### src/rtl/mem_arb_pkg.sv
// Shared encodings for the IF/MEM backing-memory arbiter.
package mem_arb_pkg;

    typedef enum logic [1:0] {
        IDLE  = 2'd0,
        ISSUE = 2'd1,
        RESP  = 2'd2
    } arb_state_t;

    typedef enum logic {
        OWN_DATA  = 1'b0,
        OWN_FETCH = 1'b1
    } arb_owner_t;

    localparam int STARVE_MAX_DEF = 4;
    // Wide enough for the largest legal STARVE_MAX (15).
    localparam int STARVE_CNT_W   = 4;

endpackage

### src/rtl/arb_starve_ctr.sv
// Saturating count of data grants taken while a fetch was waiting.
module arb_starve_ctr
    import mem_arb_pkg::*;
#(
    parameter int MAX = STARVE_MAX_DEF
) (
    input  logic clk,
    input  logic reset,
    input  logic i_inc,
    input  logic i_clr,
    output logic o_at_max
);

    localparam logic [STARVE_CNT_W-1:0] MAX_V = STARVE_CNT_W'(MAX);

    logic [STARVE_CNT_W-1:0] r_cnt;

    always_ff @(posedge clk or posedge reset) begin
        if (reset) begin
            r_cnt <= '0;
        end else if (i_clr) begin
            r_cnt <= '0;
        end else if (i_inc && (r_cnt != MAX_V)) begin
            r_cnt <= r_cnt + 1'b1;
        end
    end

    assign o_at_max = (r_cnt == MAX_V);

endmodule

### src/rtl/mem_port_arbiter.sv
// Shares one req/ack backing memory between the fetch and data ports,
// data first, with a starvation limit that eventually forces a fetch.
module mem_port_arbiter
    import mem_arb_pkg::*;
#(
    parameter int ADDR_W     = 32,
    parameter int DATA_W     = 32,
    parameter int STARVE_MAX = STARVE_MAX_DEF
) (
    input  logic              clk,
    input  logic              reset,
    input  logic              if_req,
    input  logic [ADDR_W-1:0] if_addr,
    output logic              if_ack,
    output logic [DATA_W-1:0] if_rdata,
    input  logic              dm_req,
    input  logic              dm_we,
    input  logic [ADDR_W-1:0] dm_addr,
    input  logic [DATA_W-1:0] dm_wdata,
    output logic              dm_ack,
    output logic [DATA_W-1:0] dm_rdata,
    output logic              mem_req,
    output logic              mem_we,
    output logic [ADDR_W-1:0] mem_addr,
    output logic [DATA_W-1:0] mem_wdata,
    input  logic              mem_ack,
    input  logic [DATA_W-1:0] mem_rdata
);

    arb_state_t        r_state;
    arb_owner_t        r_owner;
    logic              r_mem_req;
    logic              r_mem_we;
    logic [ADDR_W-1:0] r_mem_addr;
    logic [DATA_W-1:0] r_mem_wdata;
    logic              r_if_ack;
    logic              r_dm_ack;
    logic [DATA_W-1:0] r_if_rdata;
    logic [DATA_W-1:0] r_dm_rdata;

    logic w_idle;
    logic w_at_max;
    logic w_grant_fetch;
    logic w_grant_data;
    logic w_cnt_inc;
    logic w_cnt_clr;

    assign w_idle        = (r_state == IDLE);
    // Fetch wins only when alone or when data has hit the starvation limit.
    assign w_grant_fetch = w_idle && if_req && (!dm_req || w_at_max);
    assign w_grant_data  = w_idle && dm_req && !w_grant_fetch;
    assign w_cnt_inc     = w_grant_data && if_req;
    assign w_cnt_clr     = w_grant_fetch || (w_grant_data && !if_req);

    arb_starve_ctr #(
        .MAX (STARVE_MAX)
    ) u_starve (
        .clk      (clk),
        .reset    (reset),
        .i_inc    (w_cnt_inc),
        .i_clr    (w_cnt_clr),
        .o_at_max (w_at_max)
    );

    always_ff @(posedge clk or posedge reset) begin
        if (reset) begin
            r_state     <= IDLE;
            r_owner     <= OWN_DATA;
            r_mem_req   <= 1'b0;
            r_mem_we    <= 1'b0;
            r_mem_addr  <= '0;
            r_mem_wdata <= '0;
            r_if_ack    <= 1'b0;
            r_dm_ack    <= 1'b0;
            r_if_rdata  <= '0;
            r_dm_rdata  <= '0;
        end else begin
            case (r_state)
                IDLE: begin
                    if (w_grant_fetch) begin
                        r_owner    <= OWN_FETCH;
                        r_mem_addr <= if_addr;
                        r_mem_we   <= 1'b0;
                        r_mem_req  <= 1'b1;
                        r_state    <= ISSUE;
                    end else if (w_grant_data) begin
                        r_owner     <= OWN_DATA;
                        r_mem_addr  <= dm_addr;
                        r_mem_we    <= dm_we;
                        r_mem_wdata <= dm_wdata;
                        r_mem_req   <= 1'b1;
                        r_state     <= ISSUE;
                    end
                end
                ISSUE: begin
                    if (mem_ack) begin
                        r_mem_req <= 1'b0;
                        if (r_owner == OWN_FETCH) begin
                            r_if_rdata <= mem_rdata;
                            r_if_ack   <= 1'b1;
                        end else begin
                            // Stores leave the last load data visible.
                            if (!r_mem_we) begin
                                r_dm_rdata <= mem_rdata;
                            end
                            r_dm_ack <= 1'b1;
                        end
                        r_state <= RESP;
                    end
                end
                RESP: begin
                    r_if_ack <= 1'b0;
                    r_dm_ack <= 1'b0;
                    r_state  <= IDLE;
                end
                default: begin
                    r_if_ack  <= 1'b0;
                    r_dm_ack  <= 1'b0;
                    r_mem_req <= 1'b0;
                    r_state   <= IDLE;
                end
            endcase
        end
    end

    assign mem_req   = r_mem_req;
    assign mem_we    = r_mem_we;
    assign mem_addr  = r_mem_addr;
    assign mem_wdata = r_mem_wdata;
    assign if_ack    = r_if_ack;
    assign dm_ack    = r_dm_ack;
    assign if_rdata  = r_if_rdata;
    assign dm_rdata  = r_dm_rdata;

endmodule

### config.mk
export PLATFORM = sky130hd
export DESIGN_NAME = mem_port_arbiter
export DESIGN_NICKNAME = d
export VERILOG_FILES = /design/src/rtl/mem_arb_pkg.sv /design/src/rtl/arb_starve_ctr.sv /design/src/rtl/mem_port_arbiter.sv
export SDC_FILE = /design/constraint.sdc
export NUM_CORES = 1
export LEC_CHECK = 0
export CORE_ASPECT_RATIO = 1.2
export CORE_MARGIN = 2
export CORE_UTILIZATION = 44
export DETAILED_ROUTE_END_ITERATION = 7
export PLACE_DENSITY_LB_ADDON = 0.25
export SLEW_MARGIN = 20
export SYNTH_ARGS = -nofsm -noshare
export SYNTH_HDL_FRONTEND = slang
export SYNTH_SLANG_ARGS = --single-unit
### constraint.sdc
create_clock -name clk -period 10 [get_ports clk]
set_input_delay 2 -clock clk [delete_from_list [all_inputs] [get_ports clk]]
set_output_delay 2 -clock clk [all_outputs]
set_load 0.02 [all_outputs]
==> metrics.yaml, run 1 <==
status:
  status: "finished, final reports clean"
layout:
  area_growth_syn_to_layout_pct: 61.2
  nets: 766
  final_cell_mix: "clkdlybuf4s50_1 (265), dfrtp_1 (139), mux2_2 (95), a21boi_0 (32), a221o_1 (32)"
  fill_cells: 817
  fin_util: 0.731
  postLayoutCellArea_mm2: 0.00889
  final_common_cell: "clkdlybuf4s50_1"
  final_cell_count_no_fill: 804
  final_layout_size_suffix_gt1_frac: 0.215
  n_antenna_cell: 0
route:
  wl_per_cell_um: 19.1
  ant_nets: 0
  via_count: 4213
  viasPerCell: 5.24
  drtIter0Drc: 209
  drcViolationCount: 0
  dr.pass1.iters: 4
  route.final.wire_length_um: 15400
critical_path:
  crit_fanout: 38
  cp_slowest_cell: "clkdlybuf4s50_1"
  slowest_delay_ps: 560
  critPathArrivalTime_ps: 3840
  crit_chain: "clkdlybuf4s50_1 -> a2111oi_4 -> buf_4 -> mux2_2"
  reg2reg_to: "mem_wdata[28]"
  reg2reg_slack_ps: 7710
  start_kind: "primary input"
  critical_path_class: "in -> reg"
  worst_ep_required_time_ps: 10290
  worstSetupEndpointType: "flip-flop"
  rr_worst_depth: 6
  r2r_start: "u_starve.r_cnt[0]"
sta:
  layout_setup_ws_ps: 6450
  clock.fmax_mhz: 282
  max_slew_margin: 0.433
  min_period_ps: 3550
  hold_violations: 0
  rsz0062_at_grt: "no"
  fin_setup_tns_ps: 0
  period_share: 0.355
  finalMaxSlewViolations: 0
  tightest_slew_ps: 850
  hold_ws_ps: 499
  setup_viol: 0
  fin_skew_ps: 10.3
floorplan:
  fp.dieArea_mm2: 0.0135
  placementRows: 44
  io_pins: 266
  core_area_mm2: 0.0122
  die_w_um: 106
  dieHeight_um: 127
  start_util: 0.454
yosys:
  syn_area_per_cell_um2: 15.2
  synth_cell_type_count: 30
  syn_nets: 500
  netlist_area_mm2: 0.00552
  ys_ff_latch: 139
  yosys_warnings: 0
  ys_seq_area_frac: 0.630
  synthCells: 364
clock_network:
  clk_latency_ps: 410
  cts_made_buffers: 17
  clockRootBuffer: "clkbuf_16"
  hold_buffers: 0
  clock_path_buffers: 2
  post_cts_buffers: 0
  clk_pin_slew_ps: 60
  cts_sinks: 139
  cts_resized: 0
  cts_tree: "done"
  h-tree-depth: 4
min_path:
  hold_path_end: "mem_req"
  min_path_cells: 2
  worstHoldPathType: "reg -> reg"
  hold_path_startpoint: "mem_req"
global_route:
  antenna_found_initial: 0
  grt_max_degree: 73
  grt_pass1_vias: 4639
  grt_overflow_total: 0
  grt_pass1_wl_um: 24000
  grt_usage: 0.230
pwr:
  p_total_mw: 3.09
  vdd_drop_max_mv: 0.214
  powerDensity_mw_per_mm2: 348
  power.leakage_nw: 3.72
placement:
  placed_cells: 772
  placed_area_mm2: 0.00830
  gp_congestion: 0.779
  dp_hpwl_um: 10700
  portBuffers: 265
  place_ws_ps: 6000
run:
  drv_cap: 0
-- sequential cells by signal, summed over array words and instances (netlist names), 2 cells and up --
signal and cells:
mem_addr 32, u_starve.r_cnt 4, if_rdata 32, dm_rdata 32, mem_wdata 32, r_state 2
-- cell usage after synthesis --
master,instances,area [um2]
o211a_1,1,10.0
o21ai_0,1,5.00
o311ai_0,1,8.76
nor2b_1,1,6.26
and3_1,2,12.5
a31oi_1,1,6.26
a2111oi_4,1,27.5
buf_6,1,11.3
dfrtp_1,139,3480
a21o_1,1,7.51
or2_2,1,6.26
nor3b_1,1,7.51
a221o_1,32,320
ha_1,2,25.0
o211ai_1,1,7.51
a31o_2,1,8.76
inv_1,5,18.8
mux2_2,95,1070
nand3b_1,1,7.51
clkbuf_1,11,41.3
mux2_1,1,11.3
buf_2,7,35.0
nor2_1,4,15.0
nand2_1,8,30.0
a32o_1,1,10.0
a21oi_1,2,10.0
a21boi_0,32,240
and3b_1,2,17.5
buf_4,5,37.5
a22o_1,3,26.3
-- worst max-delay path by stage --
stage           start            end  slack (ps)  depth (start not counted)
4_1_cts        if_req   mem_addr[23]        6430                          3
5_1_grt         reset   if_rdata[29]        6340                          3
6_report       if_req  mem_wdata[28]        6450                          4
2_1_floorplan   reset         dm_ack        4280                          1
3_5_place_dp   if_req   mem_addr[23]        6000                          3
3_3_place_gp   if_req   mem_addr[31]        6080                          3
-- where the power goes --
group	total (mW)	internal, mW	leakage, nW	switching [mW]
Sequential	0.996	0.842	1.67	0.154
Clock	0.625	0.383	0.276	0.242
Combinational	1.47	0.779	1.77	0.694
-- layer usage --
metal / track usage / share of wire
met1: 0.261 / 0.38
met2: 0.391 / 0.50
met3: 0.0863 / 0.092
met4: 0.0960 / 0.029
met5: 0 / 0
-- cells by family (layout without fill, tap and decap cells) --
| kind of cell | count (synthesis) | in the layout | synth area share |
|---|---|---|---|
| multiplexers | 96 | 96 | 0.196 |
| adder cells (fa/ha/maj) | 2 | 2 | 0.00453 |
| flip-flops | 139 | 139 | 0.630 |
| AND/OR/NAND/NOR | 20 | 20 | 0.0186 |
| buffers and inverters | 29 | 308 | 0.0261 |
| AO/OA/AOI/OAI | 78 | 78 | 0.125 |
-- worst max-delay path: cells and delay by family --
kind	cells	cell delay [ps]
compound gates	1	390
mux	1	390
buf+inv	2	1040
-- area by class of cell --
| cell class | count | area, um2 | share of cell area |
|---|---|---|---|
| clock inverters | 12 | 138 | 0.0155 |
| repair buffers | 271 | 2700 | 0.303 |
| multi-input cells | 196 | 1900 | 0.214 |
| flip-flops and latches | 139 | 3480 | 0.391 |
| clock buffers | 20 | 457 | 0.0513 |
| inverters | 5 | 23.8 | 0.00267 |
| well taps | 161 | 201 | 0.0226 |
(Power assumes the default switching activity.)
==> run 2: changes to the inputs <==
--- a/config.mk
+++ b/config.mk
@@ -7,7 +7,7 @@
 export LEC_CHECK = 0
 export CORE_ASPECT_RATIO = 1.2
 export CORE_MARGIN = 2
-export CORE_UTILIZATION = 44
+export CORE_UTILIZATION = 41
 export DETAILED_ROUTE_END_ITERATION = 7
 export PLACE_DENSITY_LB_ADDON = 0.25
 export SLEW_MARGIN = 20
==> constraint.sdc (replaced) <==
create_clock -name clk -period 3.5 [get_ports clk]
set_input_delay 0.7 -clock clk [delete_from_list [all_inputs] [get_ports clk]]
set_output_delay 0.7 -clock clk [all_outputs]
set_load 0.02 [all_outputs]
==> metrics.yaml, run 2 (same netlist as run 1, synthesis figures left out) <==
status:
  status: "finished, final reports clean"
placement:
  gp_congestion: 0.764
  placed_area_mm2: 0.00833
  portBuffers: 265
  dp_hpwl_um: 11100
route:
  wl_per_cell_um: 19.3
  drtIter0Drc: 275
  ant_nets: 0
  route.final.wire_length_um: 15700
  via_count: 4220
  drcViolationCount: 0
  viasPerCell: 5.20
  dr.pass1.iters: 4
critical_path:
  crit_fanout: 36
  r2r_start: "u_starve.r_cnt[0]"
  worstSetupEndpointType: "flip-flop"
  worst_ep_required_time_ps: 3800
  critPathArrivalTime_ps: 2470
  critical_path_class: "in -> reg"
  start_kind: "primary input"
  critPathLaunch: "if_req"
clock_network:
  cts_resized: 0
  clockRootBuffer: "clkbuf_16"
  clk_pin_slew_ps: 60
  clock_path_buffers: 2
  hold_buffers: 0
  post_cts_buffers: 0
  cts_sinks: 139
  cts_made_buffers: 17
  h-tree-depth: 4
  cts_tree: "done"
  clk_latency_ps: 410
floorplan:
  fp.dieArea_mm2: 0.0144
  io_pins: 266
  core_area_mm2: 0.0132
  start_util: 0.419
  placementRows: 46
  dieHeight_um: 131
  die_w_um: 110
min_path:
  worstHoldPathType: "reg -> reg"
  hold_path_startpoint: "mem_req"
global_route:
  grt_pass1_vias: 4533
  antenna_found_initial: 0
  grt_max_degree: 140
  grt_pass1_wl_um: 23200
  grt_usage: 0.213
  grt_overflow_total: 0
sta:
  fin_setup_tns_ps: 0
  fin_skew_ps: 6.81
  period_share: 0.620
  clock.fmax_mhz: 461
  hold_violations: 0
  hold_ws_ps: 482
  finalMaxSlewViolations: 0
  rsz0062_at_grt: "no"
  min_period_ps: 2170
  setup_viol: 0
  tightest_slew_ps: 769
  max_slew_margin: 0.487
layout:
  final_common_cell: "clkdlybuf4s50_1"
  n_antenna_cell: 0
  fin_util: 0.680
  area.sequential_mm2: 0.00348
  postLayoutCellArea_mm2: 0.00896
  area_growth_syn_to_layout_pct: 62.3
  final_layout_size_suffix_gt1_frac: 0.216
  final_cell_mix: "clkdlybuf4s50_1 (265), dfrtp_1 (139), mux2_2 (95), a21boi_0 (32), a221o_1 (32)"
  nets: 766
  multiInputGateArea_mm2: 0.00190
  fill_cells: 965
pwr:
  vdd_drop_max_mv: 0.640
  power.leakage_nw: 3.75
  powerDensity_mw_per_mm2: 1000
run:
  drv_cap: 0
[run 2: stage by stage]
| step | power, mW | instances | setup WS (ps) |
|---|---|---|---|
| 2_1_floorplan | 5.02 | 364 | 1060 |
| 3_3_place_gp | 6.97 | 779 | 909 |
| 3_5_place_dp | 7.12 | 779 | 808 |
| 4_1_cts | 9.05 | 811 | 1190 |
| 5_1_grt | 9.40 | 811 | 1240 |
| 6_report | 8.96 | 811 | 1330 |
[run 2: path summary, 6_finish.rpt]
| check | end | slack (ps) | cells past startpoint |
|---|---|---|---|
| min | mem_req | 480 | 2 |
| min reg2reg | mem_req | 480 | 2 |
| max | u_starve.r_cnt[2] | 1330 | 4 |
| max in group asynchronous | u_starve.r_cnt[1] | 2120 | 3 |
| min in group asynchronous | dm_rdata[0] | 880 | 3 |
| max reg2reg | mem_wdata[6] | 1330 | 6 |
[run 2: critical path, stage by stage]
cell             delay (ps)
clkdlybuf4s50_1         660
or2_2                   570
o311ai_0                290
a22o_1                  240
[run 2: per-layer routing]
layer  vias up  GRT usage  wire length, um
met2       205      0.370             7880
met1      2107      0.219             5580
met3        25      0.110             1840
li1       1883          -                -
met4         0     0.0782              357
met5         -          0                0
[run 2: area by class of cell]
class	instances	area share
inverters	5	0.00251
well taps	168	0.0235
clock buffers	17	0.0475
clock inverters	15	0.0221
multi-input cells	196	0.212
flip-flops and latches	139	0.388
repair buffers	271	0.304
[run 2: power by group]
part / total [mW] / internal, mW / switching [mW]
clock: 1.89 / 1.19 / 0.698
combinational: 4.22 / 2.24 / 1.99
sequential: 2.84 / 2.41 / 0.437
total: 8.96 / 5.84 / 3.12
==> run 3: changes to the inputs <==
==> constraint.sdc (replaced) <==
create_clock -name clk -period 2.1 [get_ports clk]
set_input_delay 0.42 -clock clk [delete_from_list [all_inputs] [get_ports clk]]
set_output_delay 0.42 -clock clk [all_outputs]
set_load 0.02 [all_outputs]
==> metrics.yaml, run 3 (same netlist as run 1, synthesis figures left out) <==
global_route:
  grt_use_met1: 0.242
  grt_usage: 0.226
  grt_overflow_total: 0
  grt_pass1_vias: 4644
  use_met2: 0.379
  antenna_found_initial: 0
  grt_pass1_wl_um: 24400
  grtUsageMet3: 0.107
  grt_max_degree: 77
  grt.busiest_layer: "met2"
pwr:
  p_switching_mw: 5.26
  p_total_mw: 15.4
  sw_frac_of_total: 0.343
  powerDensity_mw_per_mm2: 1650
  pwr-share-comb: 0.485
  vdd_drop_max_mv: 1.19
  p_int_mw: 10.1
  power.leakage_nw: 3.95
  power_frac_seq: 0.310
  clkPwrFrac: 0.205
floorplan:
  core_area_mm2: 0.0132
  fp.dieArea_mm2: 0.0144
  placementRows: 46
  io_pins: 266
  die_w_um: 110
  start_util: 0.419
  dieHeight_um: 131
critical_path:
  worst_ep_required_time_ps: 2400
  worstSetupEndpointType: "flip-flop"
  reg2reg_slack_ps: 6
  critical_path_class: "reg -> reg"
  r2r_start: "u_starve.r_cnt[0]"
  start_kind: "flip-flop"
  reg2reg_to: "mem_wdata[15]"
  crit_chain: "inv_2 -> ha_2 -> and3b_2 -> a2111oi_4 -> buf_4 -> buf_12 -> clkbuf_16 -> mux2_2"
  cp_slowest_cell: "dfrtp_1"
  rr_worst_depth: 8
  critPathArrivalTime_ps: 2400
  slowest_delay_ps: 370
  crit_fanout: 4
route:
  drtIter0Drc: 282
  route.final.wire_length_um: 16300
  ant_nets: 0
  viasPerCell: 5.22
  via_count: 4350
  dr.pass1.iters: 4
  drcViolationCount: 0
  wl_per_cell_um: 19.6
clock_network:
  clock_path_buffers: 2
  clk_latency_ps: 420
  cts_sinks: 139
  h-tree-depth: 4
  cts_tree: "done"
  clk_pin_slew_ps: 60
  clockRootBuffer: "clkbuf_16"
  cts_made_buffers: 17
  hold_buffers: 0
layout:
  final_common_cell: "clkdlybuf4s50_1"
  fin_util: 0.705
  n_antenna_cell: 0
  nets: 788
  fill_cells: 931
  postLayoutCellArea_mm2: 0.00930
  final_cell_mix: "clkdlybuf4s50_1 (265), dfrtp_1 (139), mux2_2 (90), a21boi_0 (32), a221o_1 (32)"
  area_growth_syn_to_layout_pct: 68.4
  final_layout_size_suffix_gt1_frac: 0.244
sta:
  clock.fmax_mhz: 478
  tightest_slew_ps: 413
  fin_skew_ps: 4.82
  min_period_ps: 2090
  layout_setup_ws_ps: 5.99
  rsz0062_at_grt: "yes"
  hold_violations: 0
  hold_ws_ps: 474
  period_share: 0.997
  max_slew_margin: 0.725
  finalMaxSlewViolations: 0
  setup_viol: 0
placement:
  portBuffers: 265
  gp_congestion: 0.710
  place_ws_ps: -64.4
  placed_area_mm2: 0.00849
  dp_hpwl_um: 11100
min_path:
  worstHoldPathType: "in -> async"
status:
  status: "finished, final reports clean"
run:
  drv_cap: 0
[run 3: changes by cell type in the layout (fill, tap and decap cells not counted), sizes merged]
cell / previous run / this run
clkbuf: 17 / 21
inv: 6 / 4
buf: 6 / 27
clkinvlp: 4 / 2
clkinv: 6 / 7
[run 3: metal layers]
metal	wire, um	vias to the layer above
met1	5860	2156
li1	-	1929
met5	0	-
met4	505	0
met3	1880	39
met2	8060	226
[run 3: power by group through the flow]
stage | clock [mW] | sequential (mW) | combinational, mW
4_1_cts | 3.21 | 4.76 | 7.42
5_1_grt | 3.34 | 4.92 | 7.86
6_report | 3.15 | 4.76 | 7.45
3_3_place_gp | 0 | 4.70 | 7.03
3_5_place_dp | 0 | 4.78 | 7.18
2_1_floorplan | 0 | 6.27 | 2.10
[run 3: worst max-delay path: cells and delay by family (launching register included)]
family	cells	cell delay [ps]
buffers and inverters	4	520
AO/OA/AOI/OAI	1	360
flip-flops	1	370
adder cells (fa/ha/maj)	1	170
AND/OR/NAND/NOR	1	240
multiplexers	1	320
[run 3: repair_timing]
| action | 4_1_cts | 5_1_grt |
|---|---|---|
| pin swaps | 1 | 1 |
| resized for setup | 3 | 8 |
| buffers inserted | 5 | 4 |
| setup endpoints to repair | 49 | 45 |
| endpoints found under the hold margin | 0 | 0 |
| gates cloned | 2 | 1 |
[run 3: layout make-up]
| type | count | area, um2 | area share |
|---|---|---|---|
| clock inverters | 12 | 170 | 0.0183 |
| inverters | 5 | 22.5 | 0.00242 |
| multi-input cells | 196 | 1920 | 0.207 |
| well taps | 168 | 210 | 0.0226 |
| repair buffers | 293 | 3040 | 0.327 |
| flip-flops and latches | 139 | 3480 | 0.374 |
| clock buffers | 20 | 457 | 0.0491 |
[run 3: per-stage QoR]
step                      setup TNS (ps)  cells
after detailed placement           -1330    790
after global routing                -817    833
after floorplan                    -7660    364
final                                  0    833
after global placement                 0    790
after CTS                              0    829
[run 3: worst max path at each step]
stage / startpoint / end / slack, ps / cells after the start
after global placement: dm_req / mem_addr[4] / 1 / 6
after CTS: u_starve.r_cnt[0] / mem_wdata[29] / 20 / 7
after global routing: u_starve.r_cnt[1] / mem_wdata[17] / -50 / 8
after detailed placement: dm_req / mem_addr[26] / -60 / 6
after floorplan: reset / dm_ack / -60 / 1
final: u_starve.r_cnt[0] / mem_wdata[15] / 6 / 8
